[config.mk]
export PLATFORM = sky130hd
export DESIGN_NAME = spi_master
export DESIGN_NICKNAME = d
export VERILOG_FILES = /design/src/rtl/spi_master.sv
export SDC_FILE = /design/constraint.sdc
export NUM_CORES = 1
export LEC_CHECK = 0
export CAP_MARGIN = 20
export CORE_MARGIN = 5
export CORE_UTILIZATION = 58
export CTS_CLUSTER_SIZE = 25
export DETAILED_ROUTE_END_ITERATION = 8
export GPL_ROUTABILITY_DRIVEN = 0
export HOLD_SLACK_MARGIN = 0.12
export PLACE_DENSITY = 0.85
export SYNTH_ARGS = -nofsm -noshare
export SYNTH_HDL_FRONTEND = slang
export SYNTH_SLANG_ARGS = --single-unit
[constraint.sdc]
create_clock -name clk -period 4.2 [get_ports clk]
set_input_delay 0.63 -clock clk [delete_from_list [all_inputs] [get_ports clk]]
set_output_delay 0.63 -clock clk [all_outputs]
set_load 0.1 [all_outputs]
[src/rtl/spi_master.sv]
// Byte-oriented mode-0 SPI master with per-device active-low chip selects and held-select chaining.
// Optional build macro SPI_MASTER_LOOPBACK_EN adds a `loopback` input that routes mosi back to the receiver.
module spi_master #(
    parameter int NUM_CS    = 8,
    parameter int CS_WIDTH  = 3,
    parameter int DIV_WIDTH = 8
) (
    input  logic                 clk,
    input  logic                 rst,
    input  logic [DIV_WIDTH-1:0] divider,
    input  logic                 xfer_start,
    input  logic [7:0]           xfer_data,
    input  logic [CS_WIDTH-1:0]  xfer_cs,
    input  logic                 xfer_hold,
    input  logic                 cs_release,
    output logic                 xfer_busy,
    output logic                 rx_valid,
    output logic [7:0]           rx_data,
    output logic                 sclk,
    output logic                 mosi,
    input  logic                 miso,
`ifdef SPI_MASTER_LOOPBACK_EN
    input  logic                 loopback,
`endif
    output logic [NUM_CS-1:0]    ncs
);

    typedef enum logic [2:0] {
        IDLE,
        HELD,
        SETUP,
        SHIFT_LO,
        SHIFT_HI,
        DONE
    } state_t;

    state_t               state_q, state_d;
    logic [DIV_WIDTH-1:0] div_q, div_d;
    logic [DIV_WIDTH-1:0] cnt_q, cnt_d;
    logic [2:0]           bit_q, bit_d;
    logic [7:0]           tx_q, tx_d;
    logic [7:0]           rx_sh_q, rx_sh_d;
    logic [CS_WIDTH-1:0]  cs_q, cs_d;
    logic                 hold_q, hold_d;
    logic                 gap_q, gap_d;
`ifdef SPI_MASTER_LOOPBACK_EN
    logic                 lb_q, lb_d;
`endif

    logic                 accept;
    logic                 half_done;
    logic                 sample;
    logic                 sel_on_d;
    logic                 sclk_d, mosi_d, busy_d, rx_valid_d;
    logic [7:0]           rx_data_d;
    logic [NUM_CS-1:0]    ncs_d;

    // NOTE: every signal written here is given a default first, so no path can leave one unassigned and infer a latch.
    always_comb begin
        state_d   = state_q;
        div_d     = div_q;
        cnt_d     = cnt_q;
        bit_d     = bit_q;
        tx_d      = tx_q;
        rx_sh_d   = rx_sh_q;
        cs_d      = cs_q;
        hold_d    = hold_q;
        gap_d     = gap_q;
        rx_data_d = rx_data;
        mosi_d    = mosi;
`ifdef SPI_MASTER_LOOPBACK_EN
        lb_d      = lb_q;
        sample    = lb_q ? mosi : miso;
`else
        sample    = miso;
`endif

        half_done = (cnt_q == div_q);
        accept    = xfer_start && ((state_q == IDLE) || (state_q == HELD));

        if (accept) begin
            div_d  = divider;
            cnt_d  = '0;
            bit_d  = 3'd7;
            tx_d   = xfer_data;
            cs_d   = xfer_cs;
            hold_d = xfer_hold;
`ifdef SPI_MASTER_LOOPBACK_EN
            lb_d   = loopback;
`endif
        end

        case (state_q)
            IDLE: begin
                if (xfer_start) begin
                    state_d = SETUP;
                    gap_d   = 1'b0;
                end
            end
            HELD: begin
                // Start beats release; a new target first sees a deselect gap.
                if (xfer_start) begin
                    if (xfer_cs == cs_q) begin
                        state_d = SHIFT_LO;
                        mosi_d  = xfer_data[7];
                    end else begin
                        state_d = SETUP;
                        gap_d   = 1'b1;
                    end
                end else if (cs_release) begin
                    state_d = IDLE;
                end
            end
            SETUP: begin
                if (half_done) begin
                    cnt_d = '0;
                    if (gap_q) begin
                        gap_d = 1'b0;
                    end else begin
                        state_d = SHIFT_LO;
                        mosi_d  = tx_q[bit_q];
                    end
                end else begin
                    cnt_d = cnt_q + 1'b1;
                end
            end
            SHIFT_LO: begin
                // miso is taken on the same clk edge that raises sclk.
                if (half_done) begin
                    cnt_d   = '0;
                    state_d = SHIFT_HI;
                    rx_sh_d = {rx_sh_q[6:0], sample};
                end else begin
                    cnt_d = cnt_q + 1'b1;
                end
            end
            SHIFT_HI: begin
                if (half_done) begin
                    cnt_d = '0;
                    if (bit_q == 3'd0) begin
                        state_d   = DONE;
                        rx_data_d = rx_sh_q;
                    end else begin
                        bit_d   = bit_q - 3'd1;
                        state_d = SHIFT_LO;
                        mosi_d  = tx_q[bit_d];
                    end
                end else begin
                    cnt_d = cnt_q + 1'b1;
                end
            end
            DONE: begin
                state_d = hold_q ? HELD : IDLE;
            end
            default: begin
                state_d = IDLE;
            end
        endcase

        // Outputs are registered from the next state so they change cleanly with it.
        sel_on_d = (state_d == SHIFT_LO) || (state_d == SHIFT_HI) || (state_d == HELD) ||
                   ((state_d == SETUP) && !gap_d) || ((state_d == DONE) && hold_d);
        for (int i = 0; i < NUM_CS; i++) begin
            ncs_d[i] = !(sel_on_d && (cs_d == CS_WIDTH'(i)));
        end
        sclk_d     = (state_d == SHIFT_HI);
        busy_d     = (state_d == SETUP) || (state_d == SHIFT_LO) ||
                     (state_d == SHIFT_HI) || (state_d == DONE);
        rx_valid_d = (state_d == DONE);
    end

    // NOTE: sequential state uses non-blocking assignments so every register updates from pre-edge values.
    always_ff @(posedge clk) begin
        if (rst) begin
            state_q   <= IDLE;
            div_q     <= '0;
            cnt_q     <= '0;
            bit_q     <= 3'd7;
            tx_q      <= 8'h00;
            rx_sh_q   <= 8'h00;
            cs_q      <= '0;
            hold_q    <= 1'b0;
            gap_q     <= 1'b0;
`ifdef SPI_MASTER_LOOPBACK_EN
            lb_q      <= 1'b0;
`endif
            sclk      <= 1'b0;
            mosi      <= 1'b0;
            ncs       <= '1;
            xfer_busy <= 1'b0;
            rx_valid  <= 1'b0;
            rx_data   <= 8'h00;
        end else begin
            state_q   <= state_d;
            div_q     <= div_d;
            cnt_q     <= cnt_d;
            bit_q     <= bit_d;
            tx_q      <= tx_d;
            rx_sh_q   <= rx_sh_d;
            cs_q      <= cs_d;
            hold_q    <= hold_d;
            gap_q     <= gap_d;
`ifdef SPI_MASTER_LOOPBACK_EN
            lb_q      <= lb_d;
`endif
            sclk      <= sclk_d;
            mosi      <= mosi_d;
            ncs       <= ncs_d;
            xfer_busy <= busy_d;
            rx_valid  <= rx_valid_d;
            rx_data   <= rx_data_d;
        end
    end

endmodule

==> impl_metrics.csv, run 1 <==
group,metric,value,unit
status,status,"complete, no violations",
logic_synthesis,ys_warn_count,0,
sta,hold_violations,0,
detailed_routing,met2_length,3303,um
job,cap_violations,0,
clock_tree,cts_inserted_buffers,9,
final_layout,nNetsFinal,403,
setup_path,worst-setup-path-type,"input pin to flop",
floorplanning,ios,45,
logic_synthesis,synthFlopType,"dfxtp_1",
global_route,grt_pass1_vias,2520,
sta,period_share,0.6579,
logic_synthesis,syn_inst,338,
setup_path,cp_cell_sequence,"clkdlybuf4s50_1 -> or3b_1 -> a31oi_1 -> o22ai_1 -> o21ai_1 -> nand4_2 -> o211ai_1",
clock_tree,cts_hold_buf,0,
power,p_leak,1.427,nW
logic_synthesis,syn-mean-instance-area,8.844,um^2
setup_path,crit_buf_inv,1,
sta,rsz0062_at_grt,"no",
clock_tree,cts-root-buf,"clkbuf_8",
floorplanning,die_area,6690,um^2
final_layout,antenna_cells,0,
detailed_routing,vias,2577,
logic_synthesis,ys_async_sr_fraction,0,
setup_path,slowest_stage,"or3b_1",
logic_synthesis,ys_seq_area_frac,0.4219,
sta,final-setup-viol-count,0,
place,dp_hpwl,4468,um
sta,fin_skew,0.008032,ns
global_route,grt_antenna_before_repair,0,
hold_path,holdCritPathClass,"flop to flop",
setup_path,crit_family,"simple AND/OR/NAND/NOR gates",
clock_tree,cts_buffer_depth,2,
logic_synthesis,synth_cell_type_count,55,
power,ir_drop,0.3108,mV
detailed_routing,via_per_inst,5.727,
clock_tree,clock_latency,0.34,ns
setup_path,cp.required,4.46,ns
sta,worst_pin_slew,0.9759,ns
detailed_routing,wl_per_cell,14.78,um
sta,maxSlewHeadroom,0.3474,
logic_synthesis,ys_ff_latch,63,
detailed_routing,drt_iter0_drc,228,
detailed_routing,highest_layer,"met4",
detailed_routing,ant_nets,0,
floorplanning,initial_core_util,0.5928,
setup_path,startpoint_type,"input pin",
global_route,overflow,0,
global_route,grt_max_degree,57,
floorplanning,core_area,5042,um^2
final_layout,drive_gt1_frac,0.09737,
floorplanning,fp.dieH,81.79,um
detailed_routing,post-route-drc-count,0,
place,port_buffers,44,
floorplanning,fp.dieW,81.79,um
detailed_routing,drt-pass1-iter-count,4,
sta,timing.setup.tns,0,ns
sta,finalCriticalPeriod,2.763,ns
clock_tree,cts_resized,0,
power,power,1.558,mW
setup_path,worstPathArrival,3.02,ns
sta,drv_slew,0,
power,p_per_area,421.8,nW/um^2
setup_path,crit_path_end_kind,"flop",
clock_tree,cts_setup_buffers,0,
detailed_routing,dr_wl_met3,335,um
final_layout,syn_to_final_growth,23.61,%
floorplanning,rows,26,
setup_path,critical_path.max_stage_delay,0.74,ns
setup_path,r2r_slack,1.78,ns
logic_synthesis,synth_edf_count,0,
detailed_routing,m1WireLength,2866,um
sta,max_freq,361.9,MHz
logic_synthesis,synth_nets,366,
clock_tree,cts.sinks,63,
clock_tree,cts_tree,"done",
detailed_routing,routed_wl,6649,um
global_route,grt_pass1_wl,11430,um
clock_tree,clk_pin_slew,0.07,ns
global_route,grt_usage,0.2214,
setup_path,path_max_fanout,27,
logic_synthesis,synth_area,2989,um^2
clock_tree,htreeDepth,3,
## metrics by stage
stage | area [um^2] | hold slack (ns) | setup WS [ns] | instances | utilization
global route | 3695 | 0.5043 | 1.218 | 450 | 0.7328
finish | 3695 | 0.4736 | 1.437 | 450 | 0.7328
CTS | 3695 | 0.4772 | 1.455 | 450 | 0.7328
floorplan | 2989 | 0.4431 | 2.256 | 338 | -
detailed placement | 3425 | 0.4655 | 1.121 | 434 | 0.6792
global placement | 3425 | 0.4596 | 1.210 | 434 | 0.6792
## layout by cell type (no fill, tap or decap), types with 5 or more instances in the layout
cell type,Yosys,final
inv_1,9,9
o211ai_1,9,9
and3_1,5,5
xnor2_1,9,9
dfxtp_1,63,63
clkbuf_8,0,10
nor2_1,37,37
o21ai_0,7,7
nand3_1,5,5
nor3_1,8,8
mux2i_1,17,17
a21oi_1,32,32
nand2_1,47,47
clkdlybuf4s50_1,0,43
## routing by layer
layer | vias to the layer above | GRT usage
met5 | - | 0
met4 | 0 | 0.1096
met3 | 14 | 0.04276
met2 | 85 | 0.3683
met1 | 1216 | 0.2729
li1 | 1262 | -
## registers in the layout, summed over array words and instances (netlist names), 8 cells and up
register and flops:
cnt_q 8, div_q 8, ncs 8, rx_data 8, rx_sh_q 8, tx_q 8
## layout make-up
class	instances	area, um^2
clock buffers	11	141.4
clock inverters	5	128.9
fillers	375	1348
inverters	9	33.78
multi-input cells	247	1599
flip-flops and latches	63	1261
well taps	70	87.58
repair buffers	45	442.9
## power breakdown
group	total (mW)	switching [mW]	internal, mW
logic	0.213	0.135	0.0782
registers	0.635	0.0177	0.618
clock network	0.710	0.238	0.472
## cells by family after synthesis
logic type / Yosys count / share of synthesized area
adder cells (fa/ha/maj): 3 / 0.01256
flip-flops: 63 / 0.4219
AO/OA/AOI/OAI: 71 / 0.1461
XOR/XNOR: 12 / 0.04270
AND/OR/NAND/NOR: 138 / 0.2390
multiplexers: 23 / 0.09460
buffers and inverters: 28 / 0.04312
## tightest hold or removal path: cells and delay by family (launching register included)
kind             cells  cell delay (ns)
flip-flops           1             0.32
AO/OA/AOI/OAI        1             0.05
AND/OR/NAND/NOR      1             0.06
## cells in the mapped netlist (3+ instances only)
cell / number / area share
mux2i_1: 17 / 0.057
nor2_1: 37 / 0.046
nor3_1: 8 / 0.013
o21ai_1: 3 / 0.0050
a31oi_1: 3 / 0.0063
nand2_1: 47 / 0.059
buf_2: 4 / 0.0067
and3_1: 5 / 0.010
xnor2_1: 9 / 0.026
nand2b_1: 3 / 0.0063
o211ai_1: 9 / 0.023
xnor2_2: 3 / 0.016
inv_1: 9 / 0.011
o21ai_0: 7 / 0.012
nor2b_1: 4 / 0.0084
dfxtp_1: 63 / 0.42
nand3_1: 5 / 0.0084
mux4_2: 4 / 0.030
nand3b_1: 4 / 0.010
clkbuf_1: 10 / 0.013
nor3b_1: 3 / 0.0075
ha_1: 3 / 0.013
or2_2: 4 / 0.0084
a21oi_1: 32 / 0.054
## worst paths after layout
check	startpoint	to	cells past startpoint
setup / recovery	xfer_start	ncs[5]	7
hold / removal	div_q[0]	div_q[0]	2
setup reg to reg	state_q[2]	ncs[5]	6
hold reg to reg	div_q[0]	div_q[0]	2
No activity file was read; power rests on OpenSTA's default activity.
==> inputs of run 2 (changes only) <==
--- a/config.mk
+++ b/config.mk
@@ -7,12 +7,12 @@
 export LEC_CHECK = 0
 export CAP_MARGIN = 20
 export CORE_MARGIN = 5
-export CORE_UTILIZATION = 58
+export CORE_UTILIZATION = 48
 export CTS_CLUSTER_SIZE = 25
 export DETAILED_ROUTE_END_ITERATION = 8
 export GPL_ROUTABILITY_DRIVEN = 0
 export HOLD_SLACK_MARGIN = 0.12
-export PLACE_DENSITY = 0.85
+export PLACE_DENSITY = 0.75
 export SYNTH_ARGS = -nofsm -noshare
 export SYNTH_HDL_FRONTEND = slang
 export SYNTH_SLANG_ARGS = --single-unit
==> constraint.sdc (replaced) <==
create_clock -name clk -period 2.54 [get_ports clk]
set_input_delay 0.381 -clock clk [delete_from_list [all_inputs] [get_ports clk]]
set_output_delay 0.381 -clock clk [all_outputs]
set_load 0.1 [all_outputs]
==> impl_metrics.csv, run 2 (synthesized netlist as in run 1, its figures left out) <==
group,metric,value,unit
clock_tree,cts_tree,"done",
setup_path,worst-setup-path-type,"flop to flop",
clock_tree,cts_resized,0,
clock_tree,cts_hold_buf,0,
clock_tree,cts_inserted_buffers,9,
clock_tree,cts_setup_buffers,0,
final_layout,drive_gt1_frac,0.1518,
detailed_routing,wl_per_cell,14.15,um
sta,fin_ws,0.3313,ns
final_layout,final_util,0.6042,
setup_path,worstPathArrival,2.43,ns
sta,fin_skew,0.009431,ns
detailed_routing,ant_nets,0,
place,dp_cells,441,
sta,period_share,0.8696,
floorplanning,rows,28,
setup_path,startpoint_type,"flop",
sta,holdWs,0.4710,ns
detailed_routing,drt_iter0_drc,117,
sta,maxSlewHeadroom,0.5150,
clock_tree,htreeDepth,3,
clock_tree,cts.sinks,63,
detailed_routing,vias,2496,
setup_path,crit_path_end_kind,"flop",
global_route,grt_antenna_before_repair,0,
sta,hold_violations,0,
final_layout,postLayoutCellArea,3620,um^2
place,dp_hpwl,4573,um
sta,drv_slew,0,
floorplanning,initial_core_util,0.4990,
power,power,2.374,mW
global_route,overflow,0,
floorplanning,ios,45,
global_route,grt_pass1_vias,2526,
clock_tree,clk_pin_slew,0.07,ns
detailed_routing,routed_wl,6465,um
place,dp_slack,0.1044,ns
setup_path,path_max_fanout,7,
sta,worst_pin_slew,0.7276,ns
detailed_routing,via_per_inst,5.462,
power,p_per_area,655.9,nW/um^2
final_layout,mostFrequentLayoutCells,"63 x dfxtp_1, 47 x nand2_1, 37 x nor2_1",
sta,rsz0062_at_grt,"no",
floorplanning,fp.dieW,88.92,um
sta,timing.setup.tns,0,ns
hold_path,holdCritPathClass,"flop to flop",
sta,max_freq,452.7,MHz
status,status,"complete, no violations",
floorplanning,fp.dieH,88.92,um
place,placed_area,3396,um^2
final_layout,antenna_cells,0,
clock_tree,cts-root-buf,"clkbuf_8",
final_layout,final_common_cell,"dfxtp_1",
clock_tree,clock_latency,0.34,ns
setup_path,slowest_stage,"dfxtp_1",
final_layout,nNetsFinal,405,
place,port_buffers,44,
global_route,grt_usage,0.1810,
final_layout,syn_to_final_growth,21.10,%
power,p_leak,1.438,nW
global_route,grt_pass1_wl,11170,um
detailed_routing,drt-pass1-iter-count,4,
sta,finalCriticalPeriod,2.209,ns
setup_path,cp.required,2.76,ns
clock_tree,cts_buffer_depth,2,
sta,final-setup-viol-count,0,
job,cap_violations,0,
floorplanning,die_area,7906,um^2
setup_path,cp_cell_sequence,"inv_1 -> ha_1 -> mux4_2 -> mux2_2 -> nor3_1 -> o21ai_0 -> a32o_1",
floorplanning,core_area,5991,um^2
final_layout,final_cell_count_no_fill,457,
setup_path,critical_path.max_stage_delay,0.55,ns
global_route,grt_max_degree,41,
detailed_routing,post-route-drc-count,0,
power,ir_drop,0.4215,mV
-- run 2: final timing paths --
check,slack [ns],depth (start not counted),start,endpoint
worst max-delay path,0.33,7,bit_q[0],mosi
worst max register to register,0.33,7,bit_q[0],mosi
worst min register to register,0.47,2,tx_q[4],tx_q[4]
worst min-delay path,0.47,2,tx_q[4],tx_q[4]
-- run 2: area by class of cell --
type	count	area (um^2)
multi-input combinational	247	1599
sequential	63	1261
timing repair buffer	47	407.9
clock inverter	3	65.06
tap	75	93.84
inverter	9	33.78
fill	544	2371
clock buffer	13	158.9
-- run 2: power by group --
| group | leakage, nW | switching (mW) | total, mW | internal, mW |
|---|---|---|---|---|
| Clock | 0.114 | 0.365 | 0.971 | 0.606 |
| Combinational | 0.813 | 0.223 | 0.352 | 0.129 |
| Sequential | 0.512 | 0.0298 | 1.05 | 1.02 |
-- run 2: worst max-delay path, delay by kind of cell, from the launching register on --
| family | cells | cell delay (ns) |
|---|---|---|
| DFF | 1 | 0.55 |
| AOI/OAI and AO/OA | 2 | 0.35 |
| buffers and inverters | 1 | 0.12 |
| muxes | 2 | 0.59 |
| and+or+nand+nor | 1 | 0.12 |
| adders and majority gates | 1 | 0.36 |
-- run 2: layer usage --
| layer | track usage | share of wire |
|---|---|---|
| met3 | 0.06728 | 0.051 |
| met2 | 0.3030 | 0.50 |
| met1 | 0.2161 | 0.44 |
| met4 | 0.05632 | 0.012 |
| met5 | 0 | 0 |
==> inputs of run 3 (changes only) <==
--- a/config.mk
+++ b/config.mk
@@ -6,13 +6,15 @@
 export NUM_CORES = 1
 export LEC_CHECK = 0
 export CAP_MARGIN = 20
+export CELL_PAD_IN_SITES_DETAIL_PLACEMENT = 0
+export CELL_PAD_IN_SITES_GLOBAL_PLACEMENT = 2
 export CORE_MARGIN = 5
-export CORE_UTILIZATION = 48
+export CORE_UTILIZATION = 29
 export CTS_CLUSTER_SIZE = 25
 export DETAILED_ROUTE_END_ITERATION = 8
 export GPL_ROUTABILITY_DRIVEN = 0
 export HOLD_SLACK_MARGIN = 0.12
-export PLACE_DENSITY = 0.75
+export PLACE_DENSITY_LB_ADDON = 0.1
 export SYNTH_ARGS = -nofsm -noshare
 export SYNTH_HDL_FRONTEND = slang
 export SYNTH_SLANG_ARGS = --single-unit
==> impl_metrics.csv, run 3 (synthesized netlist as in run 1, its figures left out) <==
group,metric,value,unit
status,status,"complete, no violations",
sta,max_freq,460.1,MHz
clock_tree,cts_hold_buf,0,
sta,fin_skew,0.01206,ns
global_route,grtUsageMet3,0.03913,
final_layout,nNetsFinal,410,
setup_path,worstPathArrival,2.43,ns
clock_tree,clock_latency,0.35,ns
detailed_routing,drt-pass1-iter-count,4,
sta,rsz0062_at_grt,"no",
power,p_per_area,598.6,nW/um^2
clock_tree,htreeDepth,3,
clock_tree,clk_pin_slew,0.08,ns
final_layout,drive_gt1_frac,0.1680,
sta,finalCriticalPeriod,2.173,ns
sta,holdWs,0.4746,ns
setup_path,worst-setup-path-type,"flop to flop",
global_route,grt_antenna_before_repair,0,
clock_tree,cts.sinks,63,
setup_path,cp.required,2.80,ns
global_route,gr-usage-met1,0.1577,
place,dp_hpwl,5584,um
detailed_routing,vias,2533,
sta,worst_pin_slew,0.5965,ns
global_route,grt_usage,0.1250,
clock_tree,cts_resized,0,
floorplanning,initial_core_util,0.2935,
detailed_routing,wl_per_cell,14.53,um
final_layout,final_common_cell,"dfxtp_1",
clock_tree,cts-root-buf,"clkbuf_8",
global_route,grt_pass1_wl,12770,um
floorplanning,fp.dieW,111.5,um
detailed_routing,drt_iter0_drc,106,
sta,drv_slew,0,
global_route,gr-usage-met2,0.2059,
floorplanning,core_area,10180,um^2
setup_path,path_max_fanout,11,
final_layout,final_util,0.3620,
final_layout,syn_to_final_growth,23.36,%
floorplanning,ios,45,
power,p_leak,1.433,nW
sta,final-setup-viol-count,0,
job,cap_violations,0,
sta,hold_violations,0,
clock_tree,cts_buffer_depth,2,
final_layout,mostFrequentLayoutCells,"63 x dfxtp_1, 47 x nand2_1, 37 x nor2_1",
detailed_routing,post-route-drc-count,0,
global_route,overflow,0,
power,ir_drop,0.2410,mV
floorplanning,die_area,12440,um^2
detailed_routing,via_per_inst,4.843,
floorplanning,fp.dieH,111.5,um
global_route,gr-max-usage-layer,"met2",
final_layout,antenna_cells,0,
hold_path,holdCritPathClass,"flop to flop",
sta,maxSlewHeadroom,0.6023,
floorplanning,rows,37,
global_route,grt_max_degree,30,
sta,timing.setup.tns,0,ns
detailed_routing,ant_nets,0,
clock_tree,cts_setup_buffers,0,
setup_path,startpoint_type,"flop",
power,power,2.207,mW
setup_path,crit_path_end_kind,"flop",
global_route,grt_pass1_vias,2539,
sta,period_share,0.8556,
clock_tree,cts_tree,"done",
detailed_routing,routed_wl,7598,um
clock_tree,cts_inserted_buffers,9,
place,port_buffers,44,
run 3: changes by cell type in the layout (fill, tap and decap cells not counted), sizes merged:
cell	delta
clkbuf	-4
inv	+3
buf	+5
clkinvlp	+3
bufinv	-2
run 3: cell type report:
class,instances,area [um^2]
timing repair buffer,52,445.4
fill,1106,6497
clock buffer,9,123.9
clock inverter,7,53.80
multi-input combinational,247,1599
inverter,9,33.78
sequential,63,1261
tap,136,170.2
run 3: per-layer routing:
layer | vias up | wire length, um | part of all wire
li1 | 1279 | - | -
met4 | 0 | 122 | 0.016
met5 | - | 0 | 0
met3 | 11 | 222 | 0.029
met1 | 1207 | 3644 | 0.48
met2 | 36 | 3609 | 0.47
run 3: power by group:
part           total (mW)  leakage, nW  switching, mW  internal, mW
Sequential           1.05        0.512         0.0313          1.02
Combinational       0.364        0.838          0.229         0.135
Clock               0.791       0.0827          0.430         0.362
run 3: critical path, stage by stage (launching register included):
cell and delay, ns:
dfxtp_1 0.48, xnor2_2 0.18, nand4_4 0.18, or4_4 0.65, a32oi_1 0.20, o21ai_1 0.22
o211ai_1 0.16
run 3: worst paths after layout:
kind                                from  endpoint  slack (ns)  cells past startpoint
worst max-delay path            cnt_q[4]    ncs[4]        0.37                      6
worst min-delay path             tx_q[7]   tx_q[7]        0.47                      2
worst max register to register  cnt_q[4]    ncs[4]        0.37                      6
worst min register to register   tx_q[7]   tx_q[7]        0.47                      2
run 3: stage by stage:
stage               cells  area, um^2  setup WS [ns]
finish                523        3687         0.3667
global placement      507        3510         0.1386
global route          523        3687         0.1620
floorplan             338        2989         0.6229
CTS                   523        3687         0.3305
detailed placement    507        3510         0.1147
